**src/rtl/ibex_pkg.sv**
```systemverilog
// Shared types and constants for the CHERI capability load/store sequencer.
`default_nettype none

package ibex_pkg;

  typedef enum logic [1:0] {
    CAP_LSU_IDLE        = 2'd0,
    CAP_LSU_REQ         = 2'd1,
    CAP_LSU_WAIT_RVALID = 2'd2,
    CAP_LSU_DONE        = 2'd3
  } cap_lsu_state_e;

  localparam int unsigned CapMemBeats  = 3;
  localparam int unsigned CapAlignBits = 4;

endpackage

`default_nettype wire

```
**src/rtl/ibex_cheri_cap_lsu.sv**
```systemverilog
// Capability load/store sequencer: splits a tagged capability into 32-bit bus
// beats (one outstanding), reassembles loads and emits a single completion pulse.
`default_nettype none

module ibex_cheri_cap_lsu
  import ibex_pkg::*;
#(
  parameter int unsigned CheriCapWidth = 91
) (
  input  logic                     clk_i,
  input  logic                     rst_i,
  input  logic                     lsu_req_i,
  input  logic                     lsu_we_i,
  input  logic [31:0]              lsu_addr_i,
  input  logic [CheriCapWidth-1:0] lsu_wcap_i,
  output logic                     lsu_busy_o,
  output logic                     lsu_valid_o,
  output logic                     lsu_err_o,
  output logic                     lsu_err_misaligned_o,
  output logic [CheriCapWidth-1:0] lsu_rcap_o,
  output logic                     data_req_o,
  input  logic                     data_gnt_i,
  input  logic                     data_rvalid_i,
  input  logic                     data_err_i,
  output logic [31:0]              data_addr_o,
  output logic                     data_we_o,
  output logic [3:0]               data_be_o,
  output logic [31:0]              data_wdata_o,
  output logic                     data_wtag_o,
  input  logic [31:0]              data_rdata_i,
  input  logic                     data_rtag_i
);

  // Width of the final, partially populated beat (26 bits for a 91-bit capability).
  localparam int unsigned LastBeatW = CheriCapWidth - 1 - 32 * (CapMemBeats - 1);
  localparam logic [1:0]  LastBeat  = 2'(CapMemBeats - 1);

  cap_lsu_state_e             state_q, state_d;
  logic [1:0]                 beat_q;
  logic [31:CapAlignBits]     addr_q;
  logic                       we_q;
  logic [CheriCapWidth-1:0]   wcap_q;
  logic                       tag_q;
  logic [CheriCapWidth-2:0]   rbuf_q;
  logic                       err_q;
  logic                       mis_q;
  logic                       misaligned;
  logic [31:0]                beat_wdata;

  assign misaligned = |lsu_addr_i[CapAlignBits-1:0];

  always_comb begin
    state_d = state_q;
    unique case (state_q)
      CAP_LSU_IDLE: begin
        if (lsu_req_i) begin
          state_d = misaligned ? CAP_LSU_DONE : CAP_LSU_REQ;
        end
      end
      CAP_LSU_REQ: begin
        if (data_gnt_i) begin
          state_d = CAP_LSU_WAIT_RVALID;
        end
      end
      CAP_LSU_WAIT_RVALID: begin
        if (data_rvalid_i) begin
          state_d = (data_err_i || beat_q == LastBeat) ? CAP_LSU_DONE : CAP_LSU_REQ;
        end
      end
      CAP_LSU_DONE: state_d = CAP_LSU_IDLE;
      default:      state_d = CAP_LSU_IDLE;
    endcase
  end

  always_ff @(posedge clk_i) begin
    if (rst_i) begin
      state_q <= CAP_LSU_IDLE;
      beat_q  <= 2'd0;
      addr_q  <= '0;
      we_q    <= 1'b0;
      wcap_q  <= '0;
      tag_q   <= 1'b1;
      rbuf_q  <= '0;
      err_q   <= 1'b0;
      mis_q   <= 1'b0;
    end else begin
      state_q <= state_d;
      case (state_q)
        CAP_LSU_IDLE: begin
          if (lsu_req_i) begin
            err_q <= misaligned;
            mis_q <= misaligned;
            we_q  <= lsu_we_i;
            if (!misaligned) begin
              addr_q <= lsu_addr_i[31:CapAlignBits];
              wcap_q <= lsu_wcap_i;
              beat_q <= 2'd0;
              tag_q  <= 1'b1;
            end
          end
        end
        CAP_LSU_WAIT_RVALID: begin
          if (data_rvalid_i) begin
            if (data_err_i) begin
              err_q <= 1'b1;
              mis_q <= 1'b0;
            end else begin
              if (!we_q) begin
                // The last beat only carries LastBeatW capability bits; the pad is dropped.
                if (beat_q == LastBeat) begin
                  rbuf_q[CheriCapWidth-2 -: LastBeatW] <= data_rdata_i[LastBeatW-1:0];
                end else begin
                  rbuf_q[{beat_q, 5'b0} +: 32] <= data_rdata_i;
                end
                tag_q <= tag_q & data_rtag_i;
              end
              if (beat_q != LastBeat) begin
                beat_q <= beat_q + 2'd1;
              end
            end
          end
        end
        default: ;
      endcase
    end
  end

  always_comb begin
    beat_wdata = '0;
    if (beat_q == LastBeat) begin
      beat_wdata[LastBeatW-1:0] = wcap_q[CheriCapWidth-2 -: LastBeatW];
    end else begin
      beat_wdata = wcap_q[{beat_q, 5'b0} +: 32];
    end
  end

  assign lsu_busy_o           = (state_q != CAP_LSU_IDLE);
  assign lsu_valid_o          = (state_q == CAP_LSU_DONE);
  assign lsu_err_o            = lsu_valid_o & err_q;
  assign lsu_err_misaligned_o = lsu_valid_o & mis_q;
  assign lsu_rcap_o           = (lsu_valid_o && !err_q && !we_q) ? {tag_q, rbuf_q} : '0;

  assign data_req_o   = (state_q == CAP_LSU_REQ);
  assign data_addr_o  = data_req_o ? {addr_q, beat_q, 2'b00} : 32'd0;
  assign data_we_o    = data_req_o & we_q;
  assign data_be_o    = data_req_o ? 4'b1111 : 4'b0000;
  assign data_wdata_o = data_req_o ? beat_wdata : 32'd0;
  assign data_wtag_o  = data_req_o & we_q & wcap_q[CheriCapWidth-1];

endmodule

`default_nettype wire

```
**config.mk**
```make
export PLATFORM = sky130hd
export DESIGN_NAME = ibex_cheri_cap_lsu
export DESIGN_NICKNAME = d
export VERILOG_FILES = /design/src/rtl/ibex_pkg.sv /design/src/rtl/ibex_cheri_cap_lsu.sv
export SDC_FILE = /design/constraint.sdc
export NUM_CORES = 1
export LEC_CHECK = 0
export ABC_AREA = 1
export BUFFER_PORTS_ARGS = -buffer_cell sky130_fd_sc_hd__buf_4
export CAP_MARGIN = 5
export CORE_MARGIN = 5
export CORE_UTILIZATION = 55
export DETAILED_ROUTE_END_ITERATION = 12
export PLACE_DENSITY = 0.86
export SLEW_MARGIN = 20
export SYNTH_ARGS = -nofsm -noshare
export SYNTH_HDL_FRONTEND = slang
export SYNTH_SLANG_ARGS = --single-unit
```
**constraint.sdc**
```tcl
create_clock -name clk_i -period 3.7 [get_ports clk_i]
set_input_delay 0 -clock clk_i [delete_from_list [all_inputs] [get_ports clk_i]]
set_output_delay 0 -clock clk_i [all_outputs]
set_load 0.1 [all_outputs]
```
==> results of run 1 <==
-- synthesized netlist by cell type, drive strengths merged --
master | count | area [µm²]
clkbuf | 59 | 223
o21ai | 173 | 866
a21oi | 36 | 180
conb | 1 | 3.75
o22ai | 1 | 6.26
nand3 | 104 | 521
nor3b | 2 | 26.3
inv | 138 | 518
mux2i | 1 | 10.0
o21a | 26 | 195
buf | 58 | 295
dfxtp | 217 | 4340
nand2 | 166 | 626
nor2 | 544 | 2060
ha | 4 | 50.1
nor3 | 28 | 140
-- per-layer routing --
metal	wire, µm	GRT usage
met3	4430	0.0917
met1	14100	0.417
met4	2870	0.209
met5	13	0
met2	19200	0.624
-- path summary, 6_finish.rpt --
path                            from                      end  depth (start not counted)  slack [ns]
max           beat_q[0]$_SDFFE_PP0P_         data_wdata_o[21]                          8        0.53
min                        lsu_req_i       err_q$_SDFFE_PP0P_                          6        0.04
max reg2reg  state_q[1]$_SDFFE_PP0P_  rbuf_q[36]$_SDFFE_PP0P_                          8        1.04
min reg2reg  rbuf_q[41]$_SDFFE_PP0P_  rbuf_q[41]$_SDFFE_PP0P_                          2        0.47
-- area by class of cell --
cell class                 instances  area, µm²
clock inverter                     4       23.8
tap                              229        287
multi-input combinational       1087       4720
fill                            1056       3180
antenna                            4       10.0
timing repair buffer             505       4230
sequential                       217       4350
clock buffer                      38        712
inverter                         138        522
-- worst register-to-register path, stage by stage (launching register included) --
cell and delay (ns):
dfxtp_1 0.42, inv_2 0.10, nor2_4 0.15, nand2_2 0.40, nor2_4 0.58, nand2_1 0.20, inv_2 0.48, nor2_1 0.13
nor2_1 0.13
-- through the flow --
stage	worst slack, ns	util	area (µm²)	hold WS, ns
final	0.526	0.824	14800	0.0376
after global routing	0.472	0.824	14800	0.0827
after CTS	0.728	0.823	14800	0.00303
after detailed placement	1.16	0.691	12500	0.210
after global placement	1.30	0.691	12500	0.207
after floorplan	0.0995	-	10100	0.0691
-- report_power, final --
group	switching [µW]	internal, µW	total [µW]
combinational	1570	689	2260
clock	956	1310	2270
sequential	63.5	2430	2490
total	2590	4430	7020
-- kinds of logic after synthesis --
group	synth area share
adders and majority gates	0.00497
AOI/OAI and AO/OA	0.124
muxes	0.000994
DFF	0.431
other	0.000372
buffers and inverters	0.103
and+or+nand+nor	0.335
-- flip-flops by register name, indices dropped and copies added (netlist names) --
name	count
beat_q	2
tag_q	1
addr_q	28
mis_q	1
wcap_q	91
err_q	1
we_q	1
rbuf_q	90
state_q	2
==> metrics.md, run 1 <==
| Metric | Value |
|---|---|
| Element type at the critical path start | flip-flop |
| Worst-Skew Late Latency | 0.50 ns |
| Vias in the first global route | 12600 |
| Syn_area_per_cell | 6.46 µm² |
| CP max-delay cell | nand2_1 |
| WP data required | 3.70 ns |
| Distinct cells, synth | 24 |
| Gr usage total | 0.366 |
| Avg Vias per Cell | 5.72 |
| DR pass1 iterations | 7 |
| Wire length per cell | 18.3 µm |
| Peak VDD IR | 0.454 mV |
| Hold Crit Class | in2reg |
| Vias post-DR | 12700 |
| Yosys reg bits | 217 |
| Post-Route WL | 40600 µm |
| Tmin final | 3.17 ns |
| Most common cell after layout, fill and taps aside | nor2_1 |
| CTS max path bufs | 3 |
| Unrepaired setup endpoints after global routing | no |
| Sum Neg Setup Slack | 0 ns |
| Num CTS Buffers | 23 |
| Leak | 0.00653 µW |
| Final worst path period share | 0.858 |
| Hold Fails Final Rpt | 0 |
| Chip height | 145 µm |
| Kind of critical path | reg2out |
| Fmax | 0.315 GHz |
| Synthesized area | 10100 µm² |
| Dpl cells | 2012 |
| Die W | 145 µm |
| IO buf count | 326 |
| Core ar. | 18000 µm² |
| Ys Warns | 0 |
| Initial DRC count | 1730 |
| CTS tree | built |
| Clock sink count | 217 |
| Num ports | 329 |
| Layout cells sized above 1 | 0.198 |
| Die Area | 21100 µm² |
| Residual DRC | 0 |
| Worst slew margin | 0.296 |
| Critical Path Sink Type | primary output |
| Worst-path maximum fanout | 38 |
| Clk slew on worst S/H paths | 0.06 ns |
| Postcts setup bufs | 0 |
| Pins Over Slew Limit | 0 |
| Starting Density | 0.559 |
| Most frequent cells in the layout | nor2_1 (537), buf_4 (339), dfxtp_1 (216), o21ai_0 (171) |
| Power Total | 7020 µW |
| Antenna violations before repair | 5 |
| Non-Filler Instances | 2222 |
| Cells after Synth | 1558 |
| Count of final setup violators | 0 |
| Resized cells post-CTS | 0 |
| Arrival @ worst endpoint | 3.17 ns |
| Clk_skew | 0.0103 ns |
| Clk root buf | clkbuf_16 |
| # hold bufs at CTS | 164 |
| H-tree Lvls | 1 |
| Max Cap Violations | 0 |
| Synth-to-layout area growth | 47.5% |
| Final HPWL from detailed placement | 21700 µm |
| Global-route wire length before repair | 65400 µm |
| Outcome | complete, no violations |
| Overflow after GRT | 0 |
| Cell Pwr Density | 473 nW/µm² |
| Post-route antenna net violation count | 0 |
| Nets | 2139 |
| CP max stage delay | 0.80 ns |
| GPL Wtd Cong | 0.865 |
| Worst-margin pin slew | 1.05 ns |
| Post-synthesis sequential area ratio | 0.431 |
| Crit path cell chain | inv_2 > buf_4 > nand2_1 > nand2_1 > buf_4 > nand2_1 > a21oi_1 > buf_4 |
| Num rows | 49 |
| Largest net degree at the start of global routing | 142 |
| CP Buf/Inv Count | 4 |
| Worst path top cell family by delay | buffers and inverters |
Power figures use the tool's default switching activity.
==> run 2, diff against run 1 <==
CORE_UTILIZATION = 57   (was 55)
CTS_BUF_LIST = sky130_fd_sc_hd__clkbuf_4 sky130_fd_sc_hd__clkbuf_8   (was unset)
PLACE_DENSITY = 0.88   (was 0.86)
==> metrics.md, run 2 (synthesis results as in run 1) <==
| Metric | Value |
|---|---|
| Outcome | complete, no violations |
| DR pass1 iterations | 8 |
| Vias post-DR | 13000 |
| Die W | 143 µm |
| Count of final setup violators | 0 |
| Tmin final | 3.33 ns |
| Filler instances | 873 |
| Wire length per cell | 19.1 µm |
| Sum Neg Setup Slack | 0 ns |
| Switching share of power | 0.379 |
| Reg2Reg Depth | 8 |
| Leak | 0.00659 µW |
| Critical R2R Launch | state_q[1]$_SDFFE_PP0P_ |
| Worst-margin pin slew | 1.14 ns |
| Pins Over Slew Limit | 0 |
| Internal power | 4410 µW |
| Pre-CTS setup slack | 0.963 ns |
| Final HPWL from detailed placement | 21300 µm |
| Hold Path Cell Cnt | 7 |
| Post-Route WL | 42800 µm |
| Worst-path maximum fanout | 22 |
| Die Area | 20400 µm² |
| R2r endpoint | rbuf_q[42]$_SDFFE_PP0P_ |
| Max reg flops | 91 |
| Peak VDD IR | 0.406 mV |
| Chip height | 143 µm |
| Cell Pwr Density | 476 nW/µm² |
| NetSw | 2690 µW |
| Reg power frac | 0.352 |
| Clk slew on worst S/H paths | 0.07 ns |
| CTS max path bufs | 3 |
| Clock sink count | 217 |
| Starting Density | 0.582 |
| Num rows | 48 |
| Most common cell after layout, fill and taps aside | nor2_1 |
| Final worst path period share | 0.901 |
| Num CTS Buffers | 38 |
| Non-Filler Instances | 2242 |
| Power Total | 7090 µW |
| Critical Path Sink Type | primary output |
| Most frequent cells in the layout | nor2_1 (537), buf_4 (340), dfxtp_1 (216), o21ai_0 (171), dlygate4sd3_1 (169) |
| Num ports | 329 |
| Top reg by flops | wcap_q |
| Element type at the critical path start | flip-flop |
| Min-delay src | lsu_addr_i[2] |
| CTS tree | built |
| Hold Crit Class | in2reg |
| Unrepaired setup endpoints after global routing | no |
| Postcts setup bufs | 0 |
| Global-route wire length before repair | 66300 µm |
| Hold Fails Final Rpt | 0 |
| Vias in the first global route | 13100 |
| Worst slew margin | 0.241 |
| Largest net degree at the start of global routing | 142 |
| GPL Wtd Cong | 0.878 |
| Synth-to-layout area growth | 48.1% |
| Post-route antenna net violation count | 0 |
| Antenna violations before repair | 3 |
| Top flop regs | wcap_q (91), rbuf_q (90), addr_q (28) |
| Residual DRC | 0 |
| Clk_skew | 0.0312 ns |
| Dpl cells | 2008 |
| Layout cells sized above 1 | 0.209 |
| Avg Vias per Cell | 5.80 |
| Gr usage total | 0.400 |
| Logic gate share of total power | 0.324 |
| Clock share of power | 0.324 |
| WP data required | 3.70 ns |
| Initial DRC count | 1611 |
| Worst-Skew Late Latency | 0.55 ns |
| IO buf count | 326 |
| Fmax | 0.300 GHz |
| H-tree Lvls | 2 |
| FF-to-FF setup slack | 0.74 ns |
| Max Cap Violations | 0 |
| Core ar. | 17300 µm² |
| Clk root buf | clkbuf_8 |
| Worst setup margin | 0.368 ns |
| Nets | 2159 |
| Overflow after GRT | 0 |
| Worst Hold End | beat_q[1]$_SDFFE_PP0P_ |
| Kind of critical path | reg2out |
| Arrival @ worst endpoint | 3.33 ns |
[run 2: changes by cell type in the layout (fill, tap and decap cells not counted), moves of 5 or more]
cell / previous run / this run
clkbuf_1: 7 / 0
clkbuf_4: 0 / 10
dlygate4sd3_1: 164 / 169
clkbuf_16: 23 / 0
clkbuf_8: 8 / 46
[run 2: worst max-delay path by stage]
stage | startpoint | end | slack, ns | cells after the start
finish | beat_q[1]$_SDFFE_PP0P_ | data_wdata_o[15] | 0.37 | 7
global placement | state_q[1]$_SDFFE_PP0P_ | rbuf_q[40]$_SDFFE_PP0P_ | 1.12 | 8
global route | beat_q[0]$_SDFFE_PP0P_ | data_wdata_o[15] | 0.40 | 8
detailed placement | state_q[1]$_SDFFE_PP0P_ | rbuf_q[58]$_SDFFE_PP0P_ | 0.96 | 8
floorplan | beat_q[0]$_SDFFE_PP0P_ | data_wdata_o[26] | 0.1 | 8
CTS | beat_q[0]$_SDFFE_PP0P_ | data_wdata_o[15] | 0.70 | 8
[run 2: worst max-delay path, cell delays in order (launching register included)]
cell and delay (ns):
dfxtp_1 0.36, ha_1 0.28, nor2_2 0.82, buf_4 0.30, o21a_1 0.15, o21ai_0 0.15, a21oi_1 0.36, buf_4 0.37
[run 2: repair_timing]
item | in CTS | in global routing
gates resized for setup | 0 | 0
hold buffers | 169 | 0
hold endpoints to repair | 217 | 0
endpoints found under the setup margin | 0 | 0
[run 2: per-stage QoR]
step	hold WS, ns	utilization	instance area, µm²
after global placement	0.214	0.719	12400
after floorplan	0.0691	-	10100
after CTS	0.0247	0.861	14900
after global routing	0.151	0.862	14900
final	0.0940	0.862	14900
after detailed placement	0.215	0.719	12400
[run 2: area by class of cell]
| type | instances | area (µm²) | share of cell area |
|---|---|---|---|
| tap | 225 | 282 | 0.0189 |
| clock buffer | 56 | 708 | 0.0475 |
| clock inverter | 6 | 57.6 | 0.00386 |
| timing repair buffer | 510 | 4260 | 0.286 |
| inverter | 138 | 522 | 0.0350 |
| antenna | 3 | 7.51 | 0.000504 |
| multi-input combinational | 1087 | 4720 | 0.317 |
| sequential | 217 | 4350 | 0.291 |
[run 2: power by group through the flow]
stage          registers (µW)  logic (µW)  clock network (µW)
6_report                 2500        2300                2300
5_1_grt                  2500        2410                2380
4_1_cts                  2490        2150                2280
3_5_place_dp             2530        1980                   0
3_3_place_gp             2530        1950                   0
2_1_floorplan            2520        1450                   0
[run 2: per-layer routing]
layer  part of all wire  track usage  vias up
met2               0.46        0.671     1162
met3               0.12        0.105      340
met4              0.080        0.267        2
met1               0.34        0.446     5794
li1                   -            -     5711
met5            0.00033            0        -
